### src/rtl/frac_to_dec_seq_if.sv
// frac_to_dec_seq_if: input/output valid-ready bundle for the fraction-to-decimal converter.
interface frac_to_dec_seq_if #(
    parameter int FRAC_W = 23,
    parameter int NDIG   = 7
);
    logic              in_valid;
    logic              in_ready;
    logic [FRAC_W-1:0] frac_in;
    logic              out_valid;
    logic              out_ready;
    logic [4*NDIG-1:0] dec_bcd;
    logic              carry_out;
    logic              inexact;
    modport master (
        output in_valid, frac_in, out_ready,
        input  in_ready, out_valid, dec_bcd, carry_out, inexact
    );
    modport slave (
        input  in_valid, frac_in, out_ready,
        output in_ready, out_valid, dec_bcd, carry_out, inexact
    );
endinterface

### src/rtl/frac_to_dec_seq.sv
// frac_to_dec_seq: binary fraction to packed-BCD digits, one multiply-by-10 digit per cycle, then rounding.
module frac_to_dec_seq #(
    parameter int FRAC_W   = 23,
    parameter int NDIG     = 7,
    parameter int RND_MODE = 1
) (
    input logic              clk,
    input logic              rst,
    frac_to_dec_seq_if.slave bus
);
    localparam int CW = $clog2(NDIG + 1);
    localparam logic [FRAC_W-1:0] HALF = FRAC_W'(1) << (FRAC_W - 1);
    typedef enum logic [1:0] {IDLE, CONV, RND, DONE} state_t;
    state_t            state_q;
    logic [FRAC_W-1:0] r_q;
    logic [CW-1:0]     cnt_q;
    logic [4*NDIG-1:0] dec_q;
    logic              in_ready_q, out_valid_q, carry_q, inexact_q;
    logic [FRAC_W+3:0] p;
    logic              up;
    logic [4*NDIG-1:0] inc_d;
    logic              inc_c;
    always_comb begin
        p = ({4'b0, r_q} << 3) + ({4'b0, r_q} << 1);
        up = RND_MODE == 1 ? r_q[FRAC_W-1] :
             RND_MODE == 2 ? (r_q > HALF) || (r_q == HALF && dec_q[0]) : 1'b0;
        inc_c = 1'b1;
        inc_d = dec_q;
        // BCD ripple increment; inc_c left set means every digit was 9
        for (int i = 0; i < NDIG; i++) begin
            inc_d[4*i +: 4] = inc_c && dec_q[4*i +: 4] == 4'd9 ? 4'd0 : dec_q[4*i +: 4] + {3'b0, inc_c};
            inc_c = inc_c && dec_q[4*i +: 4] == 4'd9;
        end
    end
    always_ff @(posedge clk or posedge rst) begin
        if (rst) begin
            state_q     <= IDLE;
            in_ready_q  <= 1'b1;
            out_valid_q <= 1'b0;
            r_q         <= '0;
            cnt_q       <= '0;
            dec_q       <= '0;
            carry_q     <= 1'b0;
            inexact_q   <= 1'b0;
        end else begin
            case (state_q)
                IDLE: if (bus.in_valid) begin
                    r_q        <= bus.frac_in;
                    cnt_q      <= '0;
                    dec_q      <= '0;
                    carry_q    <= 1'b0;
                    inexact_q  <= 1'b0;
                    in_ready_q <= 1'b0;
                    state_q    <= CONV;
                end
                CONV: begin
                    r_q   <= p[FRAC_W-1:0];
                    dec_q <= (dec_q << 4) | (4*NDIG)'(p[FRAC_W+3:FRAC_W]);
                    cnt_q <= cnt_q + CW'(1);
                    if (cnt_q == CW'(NDIG - 1)) state_q <= RND;
                end
                RND: begin
                    inexact_q <= r_q != '0;
                    if (up) begin
                        dec_q   <= inc_d;
                        carry_q <= inc_c;
                    end
                    out_valid_q <= 1'b1;
                    state_q     <= DONE;
                end
                DONE: if (bus.out_ready) begin
                    out_valid_q <= 1'b0;
                    in_ready_q  <= 1'b1;
                    state_q     <= IDLE;
                end
                default: state_q <= IDLE;
            endcase
        end
    end
    assign bus.in_ready  = in_ready_q;
    assign bus.out_valid = out_valid_q;
    assign bus.dec_bcd   = dec_q;
    assign bus.carry_out = carry_q;
    assign bus.inexact   = inexact_q;
endmodule

### src/flat_wrapper.sv
// flat-port wrapper written by rule: the top's interface ports become plain ports
module frac_to_dec_seq_flat 
#(
    parameter int FRAC_W   = 23,
    parameter int NDIG     = 7,
    parameter int RND_MODE = 1
)
  (clk, rst, bus_in_valid, bus_frac_in, bus_out_ready, bus_in_ready, bus_out_valid, bus_dec_bcd, bus_carry_out, bus_inexact);
  frac_to_dec_seq_if #(.FRAC_W(FRAC_W), .NDIG(NDIG)) bus_i ();
  input logic clk;
  input logic rst;
  input wire logic [$bits(bus_i.in_valid)-1:0] bus_in_valid;
  input wire logic [$bits(bus_i.frac_in)-1:0] bus_frac_in;
  input wire logic [$bits(bus_i.out_ready)-1:0] bus_out_ready;
  output wire logic [$bits(bus_i.in_ready)-1:0] bus_in_ready;
  output wire logic [$bits(bus_i.out_valid)-1:0] bus_out_valid;
  output wire logic [$bits(bus_i.dec_bcd)-1:0] bus_dec_bcd;
  output wire logic [$bits(bus_i.carry_out)-1:0] bus_carry_out;
  output wire logic [$bits(bus_i.inexact)-1:0] bus_inexact;
  assign bus_i.in_valid = bus_in_valid;
  assign bus_i.frac_in = bus_frac_in;
  assign bus_i.out_ready = bus_out_ready;
  assign bus_in_ready = bus_i.in_ready;
  assign bus_out_valid = bus_i.out_valid;
  assign bus_dec_bcd = bus_i.dec_bcd;
  assign bus_carry_out = bus_i.carry_out;
  assign bus_inexact = bus_i.inexact;
  frac_to_dec_seq #(.FRAC_W(FRAC_W), .NDIG(NDIG), .RND_MODE(RND_MODE)) u_core (.clk(clk), .rst(rst), .bus(bus_i));
endmodule
### config.mk
export PLATFORM = sky130hd
export DESIGN_NAME = frac_to_dec_seq_flat
export DESIGN_NICKNAME = d
export VERILOG_FILES = /design/src/rtl/frac_to_dec_seq_if.sv /design/src/rtl/frac_to_dec_seq.sv /design/src/flat_wrapper.sv
export SDC_FILE = /design/constraint.sdc
export NUM_CORES = 1
export LEC_CHECK = 0
export ABC_AREA = 1
export BUFFER_PORTS_ARGS = -buffer_cell sky130_fd_sc_hd__buf_2
export CORE_MARGIN = 2
export CORE_UTILIZATION = 40
export DETAILED_ROUTE_END_ITERATION = 6
export HOLD_SLACK_MARGIN = 0.03
export PLACE_DENSITY_LB_ADDON = 0.25
export SKIP_CTS_REPAIR_TIMING = 1
export SYNTH_ARGS = -nofsm -noshare
export SYNTH_HDL_FRONTEND = slang
export SYNTH_SLANG_ARGS = --single-unit
### constraint.sdc
create_clock -name clk -period 5.5 [get_ports clk]
set_input_delay 0.275 -clock clk [delete_from_list [all_inputs] [get_ports clk]]
set_output_delay 0.275 -clock clk [all_outputs]
set_load 0.02 [all_outputs]
==> results by stage, run 1 <==
CTS:
- The clock sink total is 60.
- Clock tree synthesis inserted a total of 9 buffers.
- Clock latency on the worst-skew pair, taken at its later pin, is roughly 0.33 ns.
- The number of H-tree levels is 3.
- Counting along the longest clock path gives a buffer depth of 2.
- Clock-pin slew was measured on the worst setup and hold paths at around 0.050 ns.
- The cell sitting at the root of the clock tree is a sky130_fd_sc_hd__clkbuf_16.
- TritonCTS built the clock tree.

Global route:
- For this run the aggregate overflow at the end of global routing stands at 0.
- The first global-routing pass estimated ~23,000 um of wire.
- The number of global-route vias before repair is roughly 4,500.
- Entering global routing, the biggest net connects slightly above 60 pins.
- The number of antenna violations at the first check in global routing came to 0.
- The all-layer global routing usage is between 20% and 30%.

Synth:
- Yosys printed 0 warnings.
- The number of enable flip-flop cells after synthesis is 0.
- When the netlist entered floorplanning its net count stood at between 800 and 900.
- Synthesis instantiated 42 different standard cells from the library.
- Synthesis inferred 60 register bits.
- Synthesis produced a netlist whose cell count is 751.
- The mapped netlist covers 5000 um2.
- The mean post-synth cell area is between 6 and 7 um2.
- The share of flip-flops with an asynchronous set or reset is between 90% and 100%.
- The area share of the leading cell type in the synthesized netlist is 29.6%.
- The most used flip-flop cell after synthesis is sky130_fd_sc_hd__dfrtp_1.
- Ranked by total cell area, the synthesized netlist is headed by sky130_fd_sc_hd__dfrtp_1 (30%), sky130_fd_sc_hd__nand2_1 (19%), sky130_fd_sc_hd__ha_1 (10%), sky130_fd_sc_hd__inv_1 (7.2%), sky130_fd_sc_hd__nor2_1 (4.7%).
- The leading area contributor after synthesis is sky130_fd_sc_hd__dfrtp_1.
- The post-synthesis sequential area ratio is a little under a third.

Placed design:
- Detailed placement finished with a half-perimeter wire length of 10,200 um.
- Input and output buffers added on the ports amount to 58.
- The worst slack at placement is 2.44 ns.
- After detailed placement, the total cell area comes to roughly 5400 um2.
- The routability congestion estimate from global placement is 0.913.

Timing:
- The final critical-path share of the clock period is between 50% and 60%.
- Clock skew on the completed layout was measured at between 0.006 and 0.007 ns.
- The final-report max-slew violation count is 0.
- The slew at the pin closest to its max-slew limit is slightly above 1 ns.
- Setup repair after global routing left no endpoint under its margin.
- The worst relative slew slack is 31.6%.
- The setup slack of the critical path after layout is approximately 2.5 ns.
- The smallest clock period supported by the final layout is computed as just over 3 ns.
- The setup-violating endpoint count in the final report is 0.
- The number of endpoints with negative hold slack in the final report was 0.
- The highest attainable clock frequency is between 300 and 400 MHz.
- The setup TNS is 0 ns.

Critical path:
- The data arrival time at the worst-slack endpoint is between 3 and 4 ns.
- The beginning of the worst register-to-register path is u_core.state_q[1].
- The worst setup path is launched from a flop.
- The capture instance of the worst register-to-register path is u_core.cnt_q[2].
- The slowest stage cell on the critical path is sky130_fd_sc_hd__nor2_1.
- Walking the worst path, the cells encountered are inv_1, ha_1, buf_4, inv_2, nor2_1, nor2_2, buf_4, inv_2, a21oi_1, nor3_1.
- Along the worst path, the maximum fanout reaches 34.
- The classification of the worst setup path is reg -> reg.
- At the worst endpoint, the required time is 5.74 ns.
- In this design, the stage delay of the slowest critical-path cell is ~0.87 ns.
- The reg-to-reg setup timing slack is 2.46 ns.
- The worst setup path startpoint is u_core.state_q[1].
- STA classifies the critical path endpoint as a flop.
- For the worst flop-to-flop path, the logic depth is 10.
- In this run the worst setup path terminates at u_core.cnt_q[2].

Job:
- The tool flagged a number of max-cap violations equal to 0.

Floorplan:
- The floorplan die area is ~13,000 um2.
- The die is ~120 um wide.
- After floorplanning, the core was sized to cover 12,100 um2.
- The die height is ~120 um.
- The initial cell density of the core is 41.3%.
- The number of top-level design ports is a little under 60.
- The number of rows in the core area is 40.

Pwr:
- The worst-case IR drop observed on VDD is approximately 300 uV.
- Summed over all cells, the static leakage comes to about 3.1 nW.
- The overall power after layout is 3.53 mW.
- The ratio of total power to cell area is about 620 nW/um2.

Drt:
- For this run, design rule violations remaining after detail routing come to 0.
- The routed wirelength normalized by instance count is 13.9 um.
- The routed design has 13,600 um of wire.
- In this run, the number of DRC markers left after iteration 0 of detailed routing was about 300.
- The via count of the routed design is 4,856.
- The final antenna-violating net count is 0.
- In the routed layout, each cell is associated on average with a via count of between 4 and 5.
- Before antenna repair, the detailed router went through 5 iterations.

Finish:
- The net count of the finished layout is 873.
- The library cell used most frequently in the layout, excluding fill and tap cells, is sky130_fd_sc_hd__nand2_1.
- The number of diodes added for antenna fixing is 0.
- In the final layout, the share of cells above drive strength 1 is about 12%.
- In the layout the commonest cells are sky130_fd_sc_hd__nand2_1 (248), sky130_fd_sc_hd__inv_1 (95), sky130_fd_sc_hd__nor2_1 (63).
- The final cell utilization of the core is between 40 and 50%.
- Counting the fill cells in the layout gives 1,293.
- The area growth from synthesis to layout is 14.5%.
- Summing all non-filler instances in the final layout gives an area of around 5700 um2.

Run status:
- The flow ran to the end, and the final reports show no timing, DRC or antenna violations.

Min path:
- The classification of the worst-slack hold path is in -> async.
==> Yosys cell counts, types with 2 or more instances <==
cell,instances
sky130_fd_sc_hd__ha_1,41
sky130_fd_sc_hd__nor2_1,63
sky130_fd_sc_hd__nand4_1,10
sky130_fd_sc_hd__nor2_8,2
sky130_fd_sc_hd__xor2_1,14
sky130_fd_sc_hd__buf_1,2
sky130_fd_sc_hd__nor4_1,4
sky130_fd_sc_hd__a31o_2,2
sky130_fd_sc_hd__o21ai_0,45
sky130_fd_sc_hd__nor2_2,2
sky130_fd_sc_hd__o211ai_1,2
sky130_fd_sc_hd__buf_2,7
sky130_fd_sc_hd__o22ai_1,10
sky130_fd_sc_hd__dfrtp_1,59
sky130_fd_sc_hd__nor3_1,6
sky130_fd_sc_hd__o21bai_1,2
sky130_fd_sc_hd__clkbuf_1,9
sky130_fd_sc_hd__nand3_1,43
sky130_fd_sc_hd__inv_2,8
sky130_fd_sc_hd__and2_1,2
sky130_fd_sc_hd__o21ai_1,11
sky130_fd_sc_hd__nand2_4,3
sky130_fd_sc_hd__o21a_1,2
sky130_fd_sc_hd__nor2_4,3
sky130_fd_sc_hd__a21oi_1,36
sky130_fd_sc_hd__a31oi_1,2
sky130_fd_sc_hd__inv_1,96
sky130_fd_sc_hd__nand2_1,248
sky130_fd_sc_hd__xnor2_1,4
==> registers in the layout, summed over array words and instances (netlist names) <==
register and cells:
u_core.cnt_q 3, u_core.bus.out_valid 1, u_core.bus.dec_bcd 28, u_core.state_q 2, u_core.r_q 23, u_core.bus.in_ready 1, u_core.bus.carry_out 1, u_core.bus.inexact 1
==> worst min path at each step <==
stage,startpoint,end,slack (ns),depth (start not counted)
final,rst,u_core.bus.dec_bcd[7],0.15,3
after global placement,u_core.bus.out_valid,u_core.bus.out_valid,0.48,1
after detailed placement,u_core.bus.out_valid,u_core.bus.out_valid,0.47,1
after CTS,bus_frac_in[1],u_core.r_q[1],0.20,3
after floorplan,bus_frac_in[0],u_core.r_q[0],0.40,2
after global routing,bus_frac_in[5],u_core.r_q[5],0.20,3
==> metal layers <==
| metal | GRT usage [%] | share of wire [%] | vias up |
|---|---|---|---|
| li1 | - | - | 2523 |
| met1 | 30.4 | 49 | 2218 |
| met3 | 3.66 | 4.4 | 16 |
| met4 | 6.51 | 2.0 | 0 |
| met2 | 33.4 | 44 | 99 |
| met5 | 0 | 0 | - |
==> report_power, final <==
part | internal (mW) | switching, mW | leakage (nW)
clock | 0.360 | 0.197 | 0.140
combinational | 0.721 | 1.51 | 2.23
sequential | 0.576 | 0.166 | 0.773
total | 1.66 | 1.87 | 3.15
==> through the flow <==
stage / std cells / hold WS [ns]
2_1_floorplan: 751 / 0.402
3_5_place_dp: 961 / 0.473
6_report: 976 / 0.154
4_1_cts: 976 / 0.197
3_3_place_gp: 961 / 0.485
5_1_grt: 976 / 0.204
==> cells by family (layout without fill, tap and decap cells) <==
kind of cell / count (synthesis) / after routing / synth area share [%]
AND/OR/NAND/NOR: 392 / 392 / 34.1
buffers and inverters: 124 / 181 / 9.59
AO/OA/AOI/OAI: 115 / 115 / 12.4
flip-flops: 60 / 60 / 30.1
adder cells (fa/ha/maj): 42 / 42 / 10.7
XOR/XNOR: 18 / 18 / 3.16
==> worst max-delay path: cells and delay by family (launching register included) <==
kind	cells	cell delay, ns
flip-flops	1	0.39
AND/OR/NAND/NOR	3	1.07
AO/OA/AOI/OAI	1	0.09
adder cells (fa/ha/maj)	1	0.15
buffers and inverters	5	1.23
==> final cells by class <==
class | instances | area [um2] | area share [%]
Clock buffer | 13 | 250 | 4.37
Multi-Input combinational cell | 567 | 3010 | 52.7
Tap cell | 168 | 210 | 3.67
Timing Repair Buffer | 61 | 313 | 5.47
Sequential cell | 60 | 1500 | 26.3
Clock inverter | 2 | 35.0 | 0.612
Inverter | 105 | 395 | 6.91
No activity file was read; power rests on OpenSTA's default activity.
==> run 2: changes to the inputs <==
--- a/config.mk
+++ b/config.mk
@@ -5,7 +5,7 @@
 export SDC_FILE = /design/constraint.sdc
 export NUM_CORES = 1
 export LEC_CHECK = 0
-export ABC_AREA = 1
+export ABC_AREA = 0
 export BUFFER_PORTS_ARGS = -buffer_cell sky130_fd_sc_hd__buf_2
 export CORE_MARGIN = 2
 export CORE_UTILIZATION = 40
==> constraint.sdc (replaced) <==
create_clock -name clk -period 2.6 [get_ports clk]
set_input_delay 0.13 -clock clk [delete_from_list [all_inputs] [get_ports clk]]
set_output_delay 0.13 -clock clk [all_outputs]
set_load 0.02 [all_outputs]
==> run 2 against run 1 <==
Effect of this change:
- final area fell by 9.5%
- clock-buffer cell count fell by 1
- utilization increased by 0.30 points
- sequential share of layout area rose by 2.8 points
- flip-flop and latch count stayed put
- synthesized area decreased by 9.9%
- sequential power grew 110%
- routed wire length down 10%
- worst hold slack got worse by 0.14 ns
- critical path type unchanged
- largest power group unchanged
==> results by stage, run 2 <==
Drt:
- The DRC violation count after routing is 0 (unchanged).
- The detailed-routing iteration count for the pre-antenna-repair pass is 4 (-1).
- The via count of the routed design is 4,300 (-11%).
- The total wire length after detailed routing is 12,200 um (-10%).
- The routed wirelength normalized by instance count was 16.5 um (+19%).
- The detailed router's first-iteration violation count was 291 (-3.6%).
- The number of vias per cell after detailed routing came to 5.84 (+17%).
- The final antenna-violating net count is 0 (unchanged).

Synth:
- In the post-synthesis netlist, the cell with the most instances is sky130_fd_sc_hd__o21ai_0.
- In the synthesized netlist the dominant register cell turns out to be sky130_fd_sc_hd__dfrtp_1.
- The mean post-synth cell area is 8.46 um2 (+27%).
- Ranked by total cell area, the synthesized netlist is headed by sky130_fd_sc_hd__dfrtp_1 (33%), sky130_fd_sc_hd__ha_1 (11%), sky130_fd_sc_hd__o21ai_0 (7.5%), sky130_fd_sc_hd__nand2_1 (4.8%), sky130_fd_sc_hd__a21oi_1 (4.0%).
- The share of flip-flops with an asynchronous set or reset was 100% (unchanged).
- The basic-gate share of the synthesized area counting and, or, nand and nor cells was 18.5% (-16 points).
- After synthesis, the largest family of logic cells by area is compound AO/OA/AOI/OAI gates.
- The number of warnings issued by yosys is 0 (unchanged).
- The distinct cell type count of the synthesized netlist is 62 (+48%).
- The multiplexer area fraction after synthesis is 2.67% (+2.7 points).
- By count the netlist is led by sky130_fd_sc_hd__o21ai_0 (67), sky130_fd_sc_hd__dfrtp_1 (59), sky130_fd_sc_hd__nand2_1 (58).
- The biggest area contributor in the post-synthesis netlist is sky130_fd_sc_hd__dfrtp_1.
- The area share of the leading cell type in the synthesized netlist is 32.8% (+3.3 points).
- The gate count of the mapped netlist is 532 (-29%).
- The xor/xnor share of the synthesized area is 4.09% (+0.93 points).
- The synthesized netlist net count is 601 (-27%).
- The number of enable flip-flop cells after synthesis came to 0 (unchanged).
- The post-synthesis sequential area ratio came to 33.4% (+3.3 points).
- The compound-gate portion of the synthesized area came to 25.2% (+13 points).
- The flip-flop and latch count after synthesis was 60 (unchanged).
- The post-synthesis adder-cell area fraction is 11.8% (+1.2 points).
- The cell area after synthesis was 4500 um2 (-9.9%).

Critical path:
- The startpoint identified for the worst register-to-register timing path is u_core.r_q[0].
- The data required time of the worst path is 2.83 ns (-2.91 ns).
- The worst setup path startpoint is u_core.r_q[0].
- The classification of the worst setup path is reg -> reg.
- The number of cell instances on the worst register-to-register path is 9 (-1).
- The data arrival time at the worst-slack endpoint is 2.65 ns (-0.63 ns).
- The worst-path maximum fanout is 5 (-85%).
- STA classifies the critical path startpoint as a flop.
- STA classifies the critical path endpoint as a flop.
- In this run the critical register-to-register path is captured at u_core.r_q[15].
- The most critical setup path has its endpoint at u_core.r_q[15].
- The reg-to-reg setup timing slack is 0.18 ns (-2.28 ns).

Finish:
- The number of diodes added for antenna fixing is 0 (unchanged).
- The number of filler instances in the final layout is 1,076 (-17%).
- The sequential cell area was 1500 um2 (unchanged).
- The layout net count is 662 (-24%).
- The share of cells above drive strength 1 is 18.6% (+6.4 points).
- The final non-filler cell area came to 5170 um2 (-9.5%).
- The post-synthesis to final-layout area growth is 15.0%.
- The number of flip-flops under the largest register name came to 28 (unchanged).
- The top cell types in the final layout, fill and taps aside, are sky130_fd_sc_hd__o21ai_0 (67), sky130_fd_sc_hd__dfrtp_1 (59), sky130_fd_sc_hd__nand2_1 (58), sky130_fd_sc_hd__buf_2 (58), sky130_fd_sc_hd__ha_1 (41).
- The most common cell after layout, fill and taps aside is sky130_fd_sc_hd__o21ai_0.
- The area occupied by multi-input gates is 2820 um2 (-6.3%).
- The post-layout instance count excluding filler cells is 736 (-25%).

Timing:
- The final-report max-slew violation count is 0 (unchanged).
- The final critical-path share of the clock period is 93.2% (+38 points).
- Setup repair after global routing left no endpoint under its margin.
- The number of endpoints with negative hold slack in the final report is 0 (unchanged).
- The worst setup skew after layout is 0.0184 ns (+0.0121 ns).
- The highest attainable clock frequency came to 413 MHz (+26%).
- The setup-violating endpoint count in the final report was 0 (unchanged).
- The worst relative slew slack came to 33.2% (+1.6 points).
- The slew at the pin closest to its max-slew limit is 1.00 ns (-0.0220 ns).
- The clock period minus worst slack is 2.42 ns (-0.619 ns).
- The setup TNS was 0 ns (unchanged).

Pwr:
- The part of the total power dissipated in sequential elements is 22.0% (+1.0 points).
- The cell leakage power was 2.37 nW (-25%).
- The switching part of the total power came to 51.4% (-1.6 points).
- The maximum vdd drop is 796 uV (+170%).
- The part of the power in combinational logic is 67.5% (+4.3 points).
- The internal cell power is 3.45 mW (+110%).
- The switching power is 3.65 mW (+95%).
- The clock network fraction of total power was 10.5% (-5.3 points).
- The ratio of total power to cell area was 1370 nW/um2 (+120%).

Job:
- The number of violations of the max-capacitance limit is 0 (unchanged).

Global route:
- The met1 usage is 26.5% (-3.9 points).
- The number of antenna violations at the first check in global routing is 0 (unchanged).
- The global routing stage identified its most utilized layer as met2.
- The maximum number of pins on one net before global-route repair is 48 (-21%).
- The sum of overflow across all layers after global routing came to 0 (unchanged).
- The number of global-route vias before repair is 4,146 (-8.8%).
- The global routing usage on met3 is 4.82% (+1.2 points).
- The global-route wire length before repair is 20,100 um (-11%).
- The all-layer global routing usage is 21.3% (-0.073 points).
- The global routing usage on met2 is 35.5% (+2.1 points).

Floorplan:
- The number of top-level design ports is 59 (unchanged).
- The initial cell density of the core came to 41.3% (+0.085 points).
- The width of the die was 110 um (-4.9%).
- The core box area is 10,900 um2 (-10%).
- The floorplan die area was 12,100 um2 (-9.6%).
- The number of rows in the core area is 38 (-5.0%).
- The die height is 110 um (-4.9%).

Placed design:
- The number of cells in the design after placement is 721 (-25%).
- The number of port buffers is 58 (unchanged).
- The routability congestion estimate from global placement is 0.928 (+1.7%).
- The total cell area at the placement stage is 4990 um2 (-8.2%).
- The post-detailed-placement half-perimeter wirelength was 8870 um (-13%).

CTS:
- The clock sink total is 60 (unchanged).
- The clock network latency to the later pin of the worst-skew pair was 0.36 ns (+0.03 ns).
- The number of buffers created by CTS is 9 (unchanged).
- The number of H-tree levels is 3 (unchanged).
- The CTS tree is built.
- The number of buffers on the longest clock path is 2 (unchanged).
- The tree is rooted in a sky130_fd_sc_hd__clkbuf_8.
- The clock transition at the registers of the reported paths was 0.07 ns (+0.02 ns).

Run status:
- The run finished with clean final reports.

Min path:
- The tightest min-delay check is of the in -> async type.
-- run 2: cell families after synthesis --
logic type               count (synthesis)
AO/OA/AOI/OAI                          179
multiplexers                            12
XOR/XNOR                                21
buffers and inverters                   50
AND/OR/NAND/NOR                        168
flip-flops                              60
adder cells (fa/ha/maj)                 42
-- run 2: area by class of cell --
class	instances	share of cell area (%)
clock buffers	12	2.80
clock inverters	2	0.242
inverters	24	1.74
multi-input cells	422	54.6
flip-flops and latches	60	29.0
well taps	140	3.38
repair buffers	76	8.22
-- run 2: power by group through the flow --
| stage | combinational (mW) | sequential (mW) | clock (mW) |
|---|---|---|---|
| after global placement | 4.58 | 1.56 | 0 |
| after global routing | 5.37 | 1.60 | 0.813 |
| after detailed placement | 4.64 | 1.58 | 0 |
| final | 4.80 | 1.56 | 0.744 |
| after CTS | 4.70 | 1.56 | 0.765 |
| after floorplan | 3.49 | 1.51 | 0 |
-- run 2: through the flow --
stage	setup WS (ns)	hold slack, ns	total power [mW]	utilization, %
floorplan	0.255	0.275	5.00	-
CTS	0.0348	0.0230	7.02	47.3
finish	0.176	0.0175	7.11	47.5
global route	0.00577	0.0383	7.78	47.5
detailed placement	0.0365	0.402	6.22	45.8
global placement	0.0898	0.385	6.14	45.8
-- run 2: worst min path at each step --
stage                     slack (ns)  cells past startpoint           start                endpoint
after floorplan                 0.27                      2  bus_frac_in[0]           u_core.r_q[0]
after global placement          0.38                      3  bus_frac_in[0]           u_core.r_q[0]
after detailed placement        0.40                      3  bus_frac_in[0]           u_core.r_q[0]
after CTS                       0.02                      3  bus_frac_in[0]           u_core.r_q[0]
after global routing            0.04                      3  bus_frac_in[0]           u_core.r_q[0]
final                           0.02                      2             rst  u_core.bus.dec_bcd[24]
-- run 2: critical path, stage by stage (launching register included) --
cell	delay, ns
sky130_fd_sc_hd__dfrtp_1	0.41
sky130_fd_sc_hd__ha_1	0.26
sky130_fd_sc_hd__fa_1	0.41
sky130_fd_sc_hd__a211oi_2	0.22
sky130_fd_sc_hd__o211ai_1	0.15
sky130_fd_sc_hd__nand2_2	0.16
sky130_fd_sc_hd__a21boi_0	0.11
sky130_fd_sc_hd__or3_1	0.32
sky130_fd_sc_hd__a31oi_1	0.17
sky130_fd_sc_hd__o21ai_0	0.09
-- run 2: routing by layer --
| metal | routed length (um) | vias up |
|---|---|---|
| met2 | 5900 | 148 |
| met3 | 728 | 21 |
| li1 | - | 2086 |
| met5 | 0 | - |
| met4 | 235 | 0 |
| met1 | 5290 | 2045 |
==> run 3: changes to the inputs <==
--- a/config.mk
+++ b/config.mk
@@ -5,7 +5,7 @@
 export SDC_FILE = /design/constraint.sdc
 export NUM_CORES = 1
 export LEC_CHECK = 0
-export ABC_AREA = 0
+export ABC_AREA = 1
 export BUFFER_PORTS_ARGS = -buffer_cell sky130_fd_sc_hd__buf_2
 export CORE_MARGIN = 2
 export CORE_UTILIZATION = 40
==> run 3 against run 2 <==
Effect of this change:
- global-route usage increased by 0.92 points
- worst hold slack gained 0.015 ns
- clock skew down 0.013 ns
- non-clock buffer count down 7
- combinational power up 3%
- clock power up 65%
- final area rose by 13%
- flip-flop and latch count unchanged
- clock-buffer cell count unchanged
- first-iteration DRC count is 12% lower
- largest cell class unchanged
==> results by stage, run 3 (synthesis results as in run 1) <==
Run status:
- The run finished with clean final reports.

Global route:
- The global-route wire length before repair was 23,600 um (+17%).
- The number of antenna violations at the first check in global routing is 0 (unchanged).
- The maximum number of pins on one net before global-route repair is 37 (-23%).
- The sum of overflow across all layers after global routing is 0 (unchanged).
- The all-layer global routing usage is 22.2% (+0.92 points).
- The number of global-route vias before repair is 4,841 (+17%).

Critical path:
- The worst setup path startpoint is u_core.bus.dec_bcd[1].
- The critical path launch point type is a flop.
- The signal on the critical path passes through inv_1, ha_1, nand3_1, nor2_4, nand2_4, nor2_8, nand2_4, nor2_8, ha_1, ha_1, a21oi_1, o21a_1, nand2_1, nand2_1, nand2_1, nand2_1.
- The classification of the worst setup path is reg -> reg.
- The critical path capture point type is a flop.
- The data required time of the worst path is 2.82 ns (about the same).
- The buffering stage count on the worst path with inverters included is 1 (+1).
- The slowest stage cell on the critical path is sky130_fd_sc_hd__dfrtp_1.
- The stage delay of the slowest cell on the critical path came to 0.42 ns (about the same).
- The kind of cell with the highest combined delay on the critical path is simple AND/OR/NAND/NOR gates.
- The data arrival time at the worst-slack endpoint is 2.50 ns (-0.15 ns).
- The most numerous cell type found on the critical path is sky130_fd_sc_hd__nand2_1.
- In this run the critical register-to-register path is launched from u_core.bus.dec_bcd[1].
- The worst-path maximum fanout is 6 (+1).

Pwr:
- The overall power after layout was 7.72 mW (+8.6%).
- The clock network fraction of total power is 15.9% (+5.4 points).
- The switching part of the total power is 52.5% (+1.1 points).
- The switching power was 4.05 mW (+11%).
- The cell leakage power is 3.20 nW (+35%).
- The maximum vdd drop is 521 uV (-35%).
- The ratio of total power to cell area is 1320 nW/um2 (-3.6%).
- The internal cell power was 3.66 mW (+6.1%).
- The part of the total power dissipated in sequential elements is 19.9% (-2.1 points).
- The part of the power in combinational logic came to 64.1% (-3.4 points).

Floorplan:
- The core box area came to 12,100 um2 (+11%).
- The number of top-level design ports came to 59 (unchanged).
- The initial cell density of the core was 41.3% (-0.085 points).
- The number of rows in the core area was 40 (+5.3%).
- The die height is 116 um (+5.2%).
- The floorplan die area came to 13,400 um2 (+11%).
- The width of the die was 116 um (+5.2%).

CTS:
- The number of buffers created by CTS is 9 (unchanged).
- The clock sink total was 60 (unchanged).
- TritonCTS built the clock tree.
- The tree is rooted in a sky130_fd_sc_hd__clkbuf_16.
- The number of H-tree levels is 3 (unchanged).
- The clock transition at the registers of the reported paths was 0.06 ns (about the same).
- The number of buffers on the longest clock path is 2 (unchanged).
- The clock network latency to the later pin of the worst-skew pair is 0.33 ns (-0.03 ns).

Timing:
- The worst relative slew slack is 54.5% (+21 points).
- The worst setup skew after layout was 0.00514 ns (-0.0133 ns).
- The highest attainable clock frequency is 440 MHz (+6.6%).
- The setup-violating endpoint count in the final report was 0 (unchanged).
- The final critical-path share of the clock period is 87.4% (-5.8 points).
- Setup repair after global routing left no endpoint under its margin.
- The clock period minus worst slack was 2.27 ns (-0.150 ns).
- The slew at the pin closest to its max-slew limit was 0.677 ns (-0.324 ns).
- The number of endpoints with negative hold slack in the final report is 0 (unchanged).
- The final-report max-slew violation count is 0 (unchanged).
- The worst hold slack is 0.0329 ns (+0.0153 ns).
- The setup TNS was 0 ns (unchanged).

Finish:
- The post-layout instance count excluding filler cells is 985 (+34%).
- The library cell used most frequently in the layout, excluding fill and tap cells, is sky130_fd_sc_hd__nand2_1.
- In the layout the commonest cells are sky130_fd_sc_hd__nand2_1 (248), sky130_fd_sc_hd__inv_1 (95), sky130_fd_sc_hd__nor2_1 (63).
- From synthesis to final layout, the design area changed by 16.6%.
- The final cell utilization of the core is 48.1% (+0.58 points).
- The number of flip-flops under the largest register name is 28 (unchanged).
- The layout net count is 881 (+33%).
- The number of diodes added for antenna fixing is 0 (unchanged).
- The share of cells above drive strength 1 is 13.3% (-5.3 points).

Placed design:
- The post-detailed-placement half-perimeter wirelength is 10,200 um (+15%).
- The number of port buffers is 58 (unchanged).
- The number of cells in the design after placement came to 968 (+34%).
- The routability congestion estimate from global placement is 0.879 (-5.3%).

Drt:
- The routed wirelength normalized by instance count is 13.9 um (-16%).
- The number of vias per cell after detailed routing was 4.98 (-15%).
- The detailed router's first-iteration violation count is 256 (-12%).
- The final antenna-violating net count is 0 (unchanged).
- The detailed-routing iteration count for the pre-antenna-repair pass is 5 (+1).
- The total wire length after detailed routing came to 13,700 um (+13%).
- The DRC violation count after routing is 0 (unchanged).
- The via count of the routed design is 4,903 (+14%).

Min path:
- The start point of the worst min-delay path is bus_frac_in[5].
- The classification of the worst-slack hold path is in -> reg.

Job:
- The number of violations of the max-capacitance limit came to 0 (unchanged).
==> run 3: changes by cell type in the layout (fill, tap and decap cells not counted), sizes merged, moves of 12 or more <==
cell,delta
nand2,+192
inv,+80
nor2,+31
nand3,+26
a22oi,-15
o21ai,-14
mux2i,-12
==> run 3: routing by layer <==
| layer | part of all wire, % | GRT usage (%) | up-vias |
|---|---|---|---|
| li1 | - | - | 2536 |
| met1 | 49 | 31.0 | 2247 |
| met2 | 44 | 34.9 | 97 |
| met3 | 4.0 | 3.92 | 23 |
| met4 | 2.4 | 7.54 | 0 |
| met5 | 0 | 0 | - |
==> run 3: cell type report <==
class                   count  area (um2)
clock inverters             4        47.5
fillers                  1258        6280
multi-input cells         567        3010
clock buffers              12         256
repair buffers             69         400
inverters                 105         395
flip-flops and latches     60        1500
well taps                 168         210
==> run 3: worst register-to-register path, cell delays in order (launching register included) <==
cell,delay (ns)
sky130_fd_sc_hd__dfrtp_1,0.42
sky130_fd_sc_hd__inv_1,0.09
sky130_fd_sc_hd__ha_1,0.14
sky130_fd_sc_hd__nand3_1,0.15
sky130_fd_sc_hd__nor2_4,0.18
sky130_fd_sc_hd__nand2_4,0.10
sky130_fd_sc_hd__nor2_8,0.12
sky130_fd_sc_hd__nand2_4,0.09
sky130_fd_sc_hd__nor2_8,0.14
sky130_fd_sc_hd__ha_1,0.19
sky130_fd_sc_hd__ha_1,0.17
sky130_fd_sc_hd__a21oi_1,0.07
sky130_fd_sc_hd__o21a_1,0.11
sky130_fd_sc_hd__nand2_1,0.06
sky130_fd_sc_hd__nand2_1,0.05
sky130_fd_sc_hd__nand2_1,0.05
sky130_fd_sc_hd__nand2_1,0.04
==> run 3: power groups by stage <==
stage	sequential (mW)	combinational (mW)	clock, mW
2_1_floorplan	1.50	3.64	0
3_3_place_gp	1.54	4.88	0
3_5_place_dp	1.55	4.88	0
4_1_cts	1.53	4.92	1.24
5_1_grt	1.57	5.71	1.29
6_report	1.54	4.95	1.23
==> run 3: worst paths after layout <==
check                           cells past startpoint  slack, ns                endpoint
worst max-delay path                               16       0.33  u_core.bus.dec_bcd[26]
worst min-delay path                                3       0.03           u_core.r_q[5]
worst max register to register                     16       0.33  u_core.bus.dec_bcd[26]
worst min register to register                      1       0.49    u_core.bus.out_valid
max in group asynchronous                           4       1.48     u_core.bus.in_ready
min in group asynchronous                           3       0.44   u_core.bus.dec_bcd[6]
==> run 3: metrics by stage <==
| stage | cell area, um2 | worst slack, ns |
|---|---|---|
| after floorplan | 5000 | 0.407 |
| after global placement | 5510 | 0.398 |
| after detailed placement | 5510 | 0.343 |
| after CTS | 5820 | 0.327 |
| after global routing | 5830 | 0.0440 |
| final | 5830 | 0.327 |
